## config.mk

```make
export PLATFORM = sky130hd
export DESIGN_NAME = gp_timer_arbiter
export DESIGN_NICKNAME = d
export VERILOG_FILES = /design/src/rtl/gp_timer_arbiter.sv
export SDC_FILE = /design/constraint.sdc
export NUM_CORES = 1
export LEC_CHECK = 0
export CAP_MARGIN = 30
export CORE_MARGIN = 2
export CORE_UTILIZATION = 48
export DETAILED_ROUTE_END_ITERATION = 10
export PLACE_DENSITY = 0.93
export SETUP_SLACK_MARGIN = 0.2
export SYNTH_ARGS = -nofsm -noshare
export SYNTH_HDL_FRONTEND = slang
export SYNTH_SLANG_ARGS = --single-unit
```

## constraint.sdc

```tcl
create_clock -name CLK -period 8 [get_ports CLK]
set_clock_uncertainty 0.05 [all_clocks]
set_input_delay 1.6 -clock CLK [delete_from_list [all_inputs] [get_ports CLK]]
set_output_delay 1.6 -clock CLK [all_outputs]
set_load 0.02 [all_outputs]
```

## src/rtl/gp_timer_arbiter.sv

```systemverilog
// gp_timer_arbiter: shares one down-counter timer between NUM_REQ requesters.
// Grants round-robin and loads the winner's delay. Counts to zero and then
// pulses that requester's DONE for one cycle.
//
// state    | meaning
// ---------+---------------------------------------------------------------
// S_IDLE   | timer free; arbitrate among REQ on every edge
// S_RUN    | timer owned by last_q; COUNT decrements toward zero
// S_EXPIRE | DONE[owner] high for this single cycle; back to IDLE next edge
module gp_timer_arbiter #(
    parameter int NUM_REQ = 4,
    parameter int WIDTH   = 14
) (
    input  logic                       CLK,
    input  logic                       RST,
    input  logic [NUM_REQ-1:0]         REQ,
    input  logic [NUM_REQ*WIDTH-1:0]   DLY,
    input  logic                       CANCEL,
    output logic [NUM_REQ-1:0]         GNT,
    output logic [NUM_REQ-1:0]         DONE,
    output logic                       BUSY,
    output logic [WIDTH-1:0]           COUNT
);

    localparam int IDX_W = (NUM_REQ > 1) ? $clog2(NUM_REQ) : 1;

    typedef enum logic [1:0] {
        S_IDLE   = 2'd0,
        S_RUN    = 2'd1,
        S_EXPIRE = 2'd2
    } state_t;

    state_t               state_q, state_d;
    logic [NUM_REQ-1:0]   gnt_q, gnt_d;
    logic [NUM_REQ-1:0]   done_q, done_d;
    logic [WIDTH-1:0]     count_q, count_d;
    logic [IDX_W-1:0]     last_q, last_d;

    logic [WIDTH-1:0]     dly_arr [NUM_REQ];
    logic                 sel_valid;
    logic [IDX_W-1:0]     sel_idx;

    // Index of base+off wrapped into 0..NUM_REQ-1 (off never exceeds NUM_REQ).
    function automatic logic [IDX_W-1:0] wrap_idx(input int unsigned base,
                                                  input int unsigned off);
        int unsigned s;
        s = base + off;
        if (s >= NUM_REQ) begin
            s = s - NUM_REQ;
        end
        return IDX_W'(s);
    endfunction

    // Unpack the flat delay bus into one load value per requester.
    always_comb begin
        for (int i = 0; i < NUM_REQ; i++) begin
            dly_arr[i] = DLY[i*WIDTH +: WIDTH];
        end
    end

    // Round-robin pick: first REQ found searching upward from last_q+1.
    // The last slot examined is last_q itself, so a lone holder is re-eligible.
    always_comb begin
        logic [IDX_W-1:0] idx;
        sel_valid = 1'b0;
        sel_idx   = '0;
        idx       = '0;
        for (int k = 1; k <= NUM_REQ; k++) begin
            idx = wrap_idx(32'(last_q), k);
            if (!sel_valid && REQ[idx]) begin
                sel_valid = 1'b1;
                sel_idx   = idx;
            end
        end
    end

    // Next-state and registered-output logic; the owner is always last_q.
    always_comb begin
        state_d = state_q;
        gnt_d   = gnt_q;
        done_d  = '0;
        count_d = count_q;
        last_d  = last_q;

        case (state_q)
            S_IDLE: begin
                gnt_d   = '0;
                count_d = '0;
                if (sel_valid) begin
                    gnt_d[sel_idx] = 1'b1;
                    count_d        = dly_arr[sel_idx];
                    last_d         = sel_idx;
                    state_d        = S_RUN;
                end
            end
            S_RUN: begin
                // Abort takes priority over expiry, so a withdrawn request
                // reaching zero on the same edge never sees DONE.
                if (CANCEL || !REQ[last_q]) begin
                    gnt_d   = '0;
                    count_d = '0;
                    state_d = S_IDLE;
                end else if (count_q == '0) begin
                    gnt_d          = '0;
                    done_d[last_q] = 1'b1;
                    state_d        = S_EXPIRE;
                end else begin
                    count_d = count_q - WIDTH'(1);
                end
            end
            S_EXPIRE: begin
                gnt_d   = '0;
                count_d = '0;
                state_d = S_IDLE;
            end
            default: begin
                gnt_d   = '0;
                count_d = '0;
                state_d = S_IDLE;
            end
        endcase
    end

    // State and output registers; reset hands first grant to requester 0.
    always_ff @(posedge CLK or posedge RST) begin
        if (RST) begin
            state_q <= S_IDLE;
            gnt_q   <= '0;
            done_q  <= '0;
            count_q <= '0;
            last_q  <= IDX_W'(NUM_REQ - 1);
        end else begin
            state_q <= state_d;
            gnt_q   <= gnt_d;
            done_q  <= done_d;
            count_q <= count_d;
            last_q  <= last_d;
        end
    end

    assign GNT   = gnt_q;
    assign DONE  = done_q;
    assign COUNT = count_q;
    assign BUSY  = (state_q != S_IDLE);

endmodule

```

# Word-level counts from Yosys, hierarchy flattened
# Index checks and enable logic that the tools add are counted.
# op_classes
n_reduce_logical,15
eq_ne,4
bitwise_logic,1
mux,44
n_addsub,9
order_cmp,13
# op_table
cell,n
two-way mux 14 bit,5
binary-select mux 14 bit (select 2 bit),1
one-hot mux 14 bit (2 select lines),1
two-way mux 4 bit,6
two-way mux 2 bit,11
less-than comparator 2 x 3 -> 1 bit (second input constant),6
zero test 14 bit,1
subtractor 14 x 1 -> 14 bit (second input constant),1
>= comparator 3 bit (second input constant),4
two-way mux 1 bit,11
binary-select mux 1 bit (select 2 bit),5
one-hot mux 4 bit (2 select lines),1
subtractor 2 x 1 -> 2 bit (second input constant),4
adder 2 x 2 -> 3 bit (second input constant),2
!= test 3 bit (second input constant),2
logical AND 1 bit,5
adder 2 x 3 -> 4 bit (second input constant),1
demux 1 bit (select 2 bit),2
>= comparator 2 x 1 -> 1 bit (second input constant),2
>= comparator 4 x 3 -> 1 bit (second input constant),1
zero test 1 bit,4
one-hot mux 2 bit (2 select lines),1
AND reduction 2 bit,2
adder 2 x 1 -> 3 bit (second input constant),1
6 further kinds,6
# word_totals
reg_bits,26
wordCells,91
input_bits,63

# Logic depth before layout (Yosys ltp)
# depth
depth_word,21
depth_mapped,12

# Worst setup path after synthesis
# No wires, ideal clock.
# synth_path
kind,input-to-reg
start,input port REQ[0]
end,"register count_q[10], in the netlist COUNT[10]"
path_stages,8
setup_slack_ns,4.340
required_time_ns,7.808
arrival_ns,3.468
n_path_buf,2
path_cell_list,clkbuf_1 > mux4_2 > nand2b_1 > a21oi_1 > a21oi_2 > buf_2 > mux2i_1 > o221ai_1
# synth_via
elab_chain_cells,18
word_cells_on_any_way,34
cone_classes,eq/ne (1); mux (24); bitwise (1); reduce/logical (8)
# synth_lines
element,line_no,source
"start, declared",16,"input logic [NUM_REQ-1:0] REQ,"
binary-select mux 1 bit (select 2 bit),70,if (!sel_valid && REQ[idx]) begin
two-way mux 1 bit (not written as such),70,
two-way mux 1 bit,70,
zero test 1 bit,70,
logical AND 1 bit,70,
two-way mux 1 bit,70,
zero test 1 bit,70,
logical AND 1 bit,70,
two-way mux 1 bit,70,
zero test 1 bit,70,
logical AND 1 bit,70,
two-way mux 2 bit,70,
inverter 2 -> 3 bit (not written as such),91,count_d = dly_arr[sel_idx];
binary-select mux 14 bit (select 2 bit),91,
two-way mux 14 bit (not written as such) (2 in a row),91,
two-way mux 14 bit,89,if (sel_valid) begin
one-hot mux 14 bit (2 select lines),85,case (state_q)
"end signal, assigned",136,count_q <= count_d;
"end, declared",36,"logic [WIDTH-1:0] count_q, count_d;"
# Several ways; a longest one is shown, not always the timed one. The select of a mux whose other input is x is not followed.
# A chain may end at the register's enable or synchronous reset.

# Worst setup path after layout
# layout_path
start,input port REQ[1]
end,"register count_q[3], in the netlist COUNT[3]"
# Same word-level chain as after synthesis.

==> run_summary.xml <==
<?xml version="1.0" encoding="UTF-8"?>
<metrics>
  <group name="finish">
    <metric name="post_layout_nets" unit="">411</metric>
    <metric name="diodes" unit="">0</metric>
    <metric name="layout-area-overhead-vs-synth" unit="%">42.3</metric>
    <metric name="drive_gt1_share" unit="%">10.5</metric>
  </group>
  <group name="drt">
    <metric name="detail_route.iter0.violations" unit="">237</metric>
    <metric name="drtPass1Iterations" unit="">5</metric>
    <metric name="post_drt_via_cell_ratio" unit="">6.25</metric>
    <metric name="detailroute.via_count" unit="">2476</metric>
    <metric name="drc" unit="">0</metric>
    <metric name="drt_wl_total" unit="um">7190</metric>
    <metric name="detail_route.wl_per_cell" unit="um">18.1</metric>
    <metric name="drtAntennaViolNets" unit="">0</metric>
  </group>
  <group name="logic_synthesis">
    <metric name="synthXorXnorAreaFrac" unit="%">4.98</metric>
    <metric name="synth_simple_gate_area_share" unit="%">17.9</metric>
    <metric name="synth.yosys.seq_area_share" unit="%">28.6</metric>
    <metric name="postSynthRegisterBits" unit="">26</metric>
    <metric name="synthesis.area" unit="um2">2290</metric>
    <metric name="synth.mux.area_fraction" unit="%">11.4</metric>
    <metric name="netlist_instances" unit="">264</metric>
    <metric name="synth.net_count" unit="">332</metric>
    <metric name="postSynth.topFlopCell" unit="">sky130_fd_sc_hd__dfrtp_1</metric>
    <metric name="count_of_unique_library_cells_instantiated_by_yosys" unit="">56</metric>
    <metric name="synth_enable_flop_cells" unit="">0</metric>
    <metric name="area_share_of_fa_ha_maj_cells_after_synthesis" unit="%">2.74</metric>
    <metric name="combinational_family_with_the_most_area_after_synthesis" unit="">compound AO/OA/AOI/OAI gates</metric>
    <metric name="ys_async_sr_fraction" unit="%">100</metric>
    <metric name="synth_compound_gate_area_share" unit="%">28.3</metric>
    <metric name="syn_area_per_cell" unit="um2">8.66</metric>
    <metric name="ys_warn_count" unit="">0</metric>
  </group>
  <group name="floorplanning">
    <metric name="die-width" unit="um">73.0</metric>
    <metric name="die_h" unit="um">73.0</metric>
    <metric name="core" unit="um2">4660</metric>
    <metric name="num_rows" unit="">25</metric>
    <metric name="initial_core_util" unit="%">49.0</metric>
    <metric name="ioPinCount" unit="">86</metric>
    <metric name="die-area" unit="um2">5330</metric>
  </group>
  <group name="worst_setup_path">
    <metric name="worst-path-max-fanout" unit="">13</metric>
    <metric name="cp_data_arrival_time" unit="ps">4580</metric>
    <metric name="endpoint_kind" unit="">register</metric>
    <metric name="worstSetupPathType" unit="">input pin to register</metric>
    <metric name="cp-start-kind" unit="">input pin</metric>
    <metric name="crit_required" unit="ps">8120</metric>
    <metric name="timing.reg2reg.worst_path_depth" unit="">10</metric>
  </group>
  <group name="timing">
    <metric name="report.final.hold_viol_count" unit="">0</metric>
    <metric name="final-setup-viol-count" unit="">0</metric>
    <metric name="tightestPinTransition" unit="ps">964</metric>
    <metric name="setup-tns-final" unit="ps">0</metric>
    <metric name="layout_min_cycle_time" unit="ps">4460</metric>
    <metric name="final.period_utilization" unit="%">55.8</metric>
    <metric name="fmax" unit="MHz">224</metric>
    <metric name="timing.max_slew.rel_slack" unit="%">35.2</metric>
    <metric name="grt_setup_unrepaired" unit="">false</metric>
    <metric name="slew_violations" unit="">0</metric>
  </group>
  <group name="clocking">
    <metric name="clk_transition_reported_paths" unit="ps">90</metric>
    <metric name="clock_latency" unit="ps">280</metric>
    <metric name="clockBufferDepth" unit="">2</metric>
    <metric name="cts.repair_timing.setup_buffer_count" unit="">0</metric>
    <metric name="clock_tree_from_tritoncts" unit="">yes</metric>
    <metric name="cts_root_buf" unit="">sky130_fd_sc_hd__clkbuf_8</metric>
    <metric name="cts.sink_count" unit="">26</metric>
    <metric name="cts_made_buffers" unit="">3</metric>
    <metric name="cts_h_tree_depth" unit="">1</metric>
    <metric name="holdBufCountCts" unit="">0</metric>
    <metric name="post_cts_resize_count" unit="">0</metric>
  </group>
  <group name="worst_hold_path">
    <metric name="min_path_type" unit="">register to register</metric>
    <metric name="worstHoldPathCells" unit="">2</metric>
  </group>
  <group name="power">
    <metric name="design_power_total" unit="mW">1.22</metric>
    <metric name="power_density" unit="nW/um2">376</metric>
    <metric name="ir_drop" unit="mV">0.217</metric>
    <metric name="standby_leakage_power" unit="nW">1.37</metric>
  </group>
  <group name="global_route">
    <metric name="grt_start_max_net_pins" unit="">33</metric>
    <metric name="global_route_wire_length_before_repair" unit="um">11200</metric>
    <metric name="remaining_global_route_overflow" unit="">0</metric>
    <metric name="antenna_found_initial" unit="">0</metric>
    <metric name="grt.total_usage" unit="%">26.5</metric>
    <metric name="grt_pass1_vias" unit="">2271</metric>
  </group>
  <group name="place">
    <metric name="detailedPlacementHpwl" unit="um">5380</metric>
    <metric name="placement.io_buffers" unit="">85</metric>
    <metric name="gp_congestion" unit="">0.890</metric>
  </group>
  <group name="outcome">
    <metric name="run_status" unit="">completed</metric>
  </group>
  <group name="run">
    <metric name="cap_viol_max_count" unit="">0</metric>
  </group>
</metrics>
## layer usage
layer  routed length, um  vias to the layer above  share of wire, %  track usage, %
li1                    -                     1150                 -               -
met1                3040                     1175                42            37.7
met2                3550                      143                49            43.9
met3                 539                        8               7.5            1.66
met4                  60                        0              0.83            6.38
met5                   0                        -                 0               0
## logic make-up after synthesis
group,count (synthesis)
AOI/OAI and AO/OA,85
and+or+nand+nor,80
buffers and inverters,32
DFF,26
muxes,23
xor gates and xnor gates,13
adders and majority gates,5
## sequential cells by signal (all words and copies together) (netlist names)
register	cells
GNT	4
state_q	2
last_q	2
COUNT	14
DONE	4
## synth_stat cells, types with 3 or more instances
| library cell | number | area share (%) |
|---|---|---|
| sky130_fd_sc_hd__dfrtp_1 | 24 | 26 |
| sky130_fd_sc_hd__nand2_1 | 17 | 2.8 |
| sky130_fd_sc_hd__xor2_1 | 5 | 1.9 |
| sky130_fd_sc_hd__xnor2_1 | 8 | 3.1 |
| sky130_fd_sc_hd__ha_1 | 5 | 2.7 |
| sky130_fd_sc_hd__mux2i_1 | 16 | 7.0 |
| sky130_fd_sc_hd__o221ai_1 | 9 | 3.4 |
| sky130_fd_sc_hd__nand2b_1 | 3 | 0.82 |
| sky130_fd_sc_hd__nor3_1 | 8 | 1.8 |
| sky130_fd_sc_hd__o21ai_0 | 16 | 3.5 |
| sky130_fd_sc_hd__a32oi_1 | 4 | 1.5 |
| sky130_fd_sc_hd__and3_1 | 6 | 1.6 |
| sky130_fd_sc_hd__o2bb2ai_1 | 7 | 2.7 |
| sky130_fd_sc_hd__a31o_2 | 7 | 2.7 |
| sky130_fd_sc_hd__o211ai_1 | 5 | 1.6 |
| sky130_fd_sc_hd__clkbuf_1 | 9 | 1.5 |
| sky130_fd_sc_hd__nor2_1 | 29 | 4.8 |
| sky130_fd_sc_hd__mux2_2 | 5 | 2.5 |
| sky130_fd_sc_hd__inv_1 | 16 | 2.6 |
| sky130_fd_sc_hd__a221oi_1 | 7 | 2.7 |
| sky130_fd_sc_hd__o21a_1 | 3 | 0.99 |
| sky130_fd_sc_hd__buf_2 | 3 | 0.66 |
| sky130_fd_sc_hd__a21oi_1 | 7 | 1.5 |
## layout make-up
type,instances,area (um2)
Fill cell,371,1410
Clock buffer,3,41.3
Sequential cell,26,653
Inverter,17,63.8
Timing Repair Buffer,89,902
Multi-Input combinational cell,206,1490
Clock inverter,1,30.0
Tap cell,54,67.6
## critical path, cell delays in order
cell and delay, ps:
sky130_fd_sc_hd__clkdlybuf4s50_1 690, sky130_fd_sc_hd__or3b_2 480, sky130_fd_sc_hd__a211o_1 300, sky130_fd_sc_hd__a21oi_1 170, sky130_fd_sc_hd__o31ai_1 190, sky130_fd_sc_hd__nor2_1 670
sky130_fd_sc_hd__o21ai_0 190, sky130_fd_sc_hd__o211ai_1 290
## path summary, 6_finish.rpt
kind / slack (ps) / startpoint / end
max in group asynchronous: 6010 / RST / last_q[1]
min in group asynchronous: 1440 / RST / COUNT[7]
setup / recovery: 3540 / REQ[1] / COUNT[3]
hold reg to reg: 470 / GNT[1] / GNT[1]
setup reg to reg: 3960 / last_q[0] / COUNT[1]
hold / removal: 470 / GNT[1] / GNT[1]
## through the flow
step | util, % | area (um2) | hold slack (ps) | cells | setup slack (ps)
3_5_place_dp | 67.2 | 3130 | 458 | 389 | 3290
3_3_place_gp | 67.1 | 3130 | 411 | 388 | 3350
5_1_grt | 69.8 | 3250 | 506 | 396 | 3290
6_report | 69.8 | 3250 | 470 | 396 | 3540
4_1_cts | 68.8 | 3210 | 477 | 393 | 3570
2_1_floorplan | - | 2290 | 476 | 264 | 4340
## power by group
part | total (mW) | internal [mW] | leakage (nW) | switching (mW)
clock network | 0.111 | 0.0670 | 0.0357 | 0.0444
logic | 0.848 | 0.383 | 1.00 | 0.465
registers | 0.262 | 0.183 | 0.336 | 0.0786
total | 1.22 | 0.634 | 1.37 | 0.588
## cell usage in the layout, fill, tap and decap left out, types with 5 or more instances in the layout
master,n
sky130_fd_sc_hd__xnor2_1,8
sky130_fd_sc_hd__nand2_1,17
sky130_fd_sc_hd__dfrtp_1,24
sky130_fd_sc_hd__nor2_1,29
sky130_fd_sc_hd__and3_1,6
sky130_fd_sc_hd__mux2i_1,16
sky130_fd_sc_hd__inv_1,16
sky130_fd_sc_hd__a21oi_1,7
sky130_fd_sc_hd__a31o_2,7
sky130_fd_sc_hd__ha_1,5
sky130_fd_sc_hd__o2bb2ai_1,7
sky130_fd_sc_hd__o221ai_1,9
sky130_fd_sc_hd__xor2_1,5
sky130_fd_sc_hd__o21ai_0,16
sky130_fd_sc_hd__a221oi_1,7
sky130_fd_sc_hd__o211ai_1,5
sky130_fd_sc_hd__clkdlybuf4s50_1,85
sky130_fd_sc_hd__nor3_1,8
sky130_fd_sc_hd__mux2_2,5
Note: power is estimated with default switching activity, not from simulation.
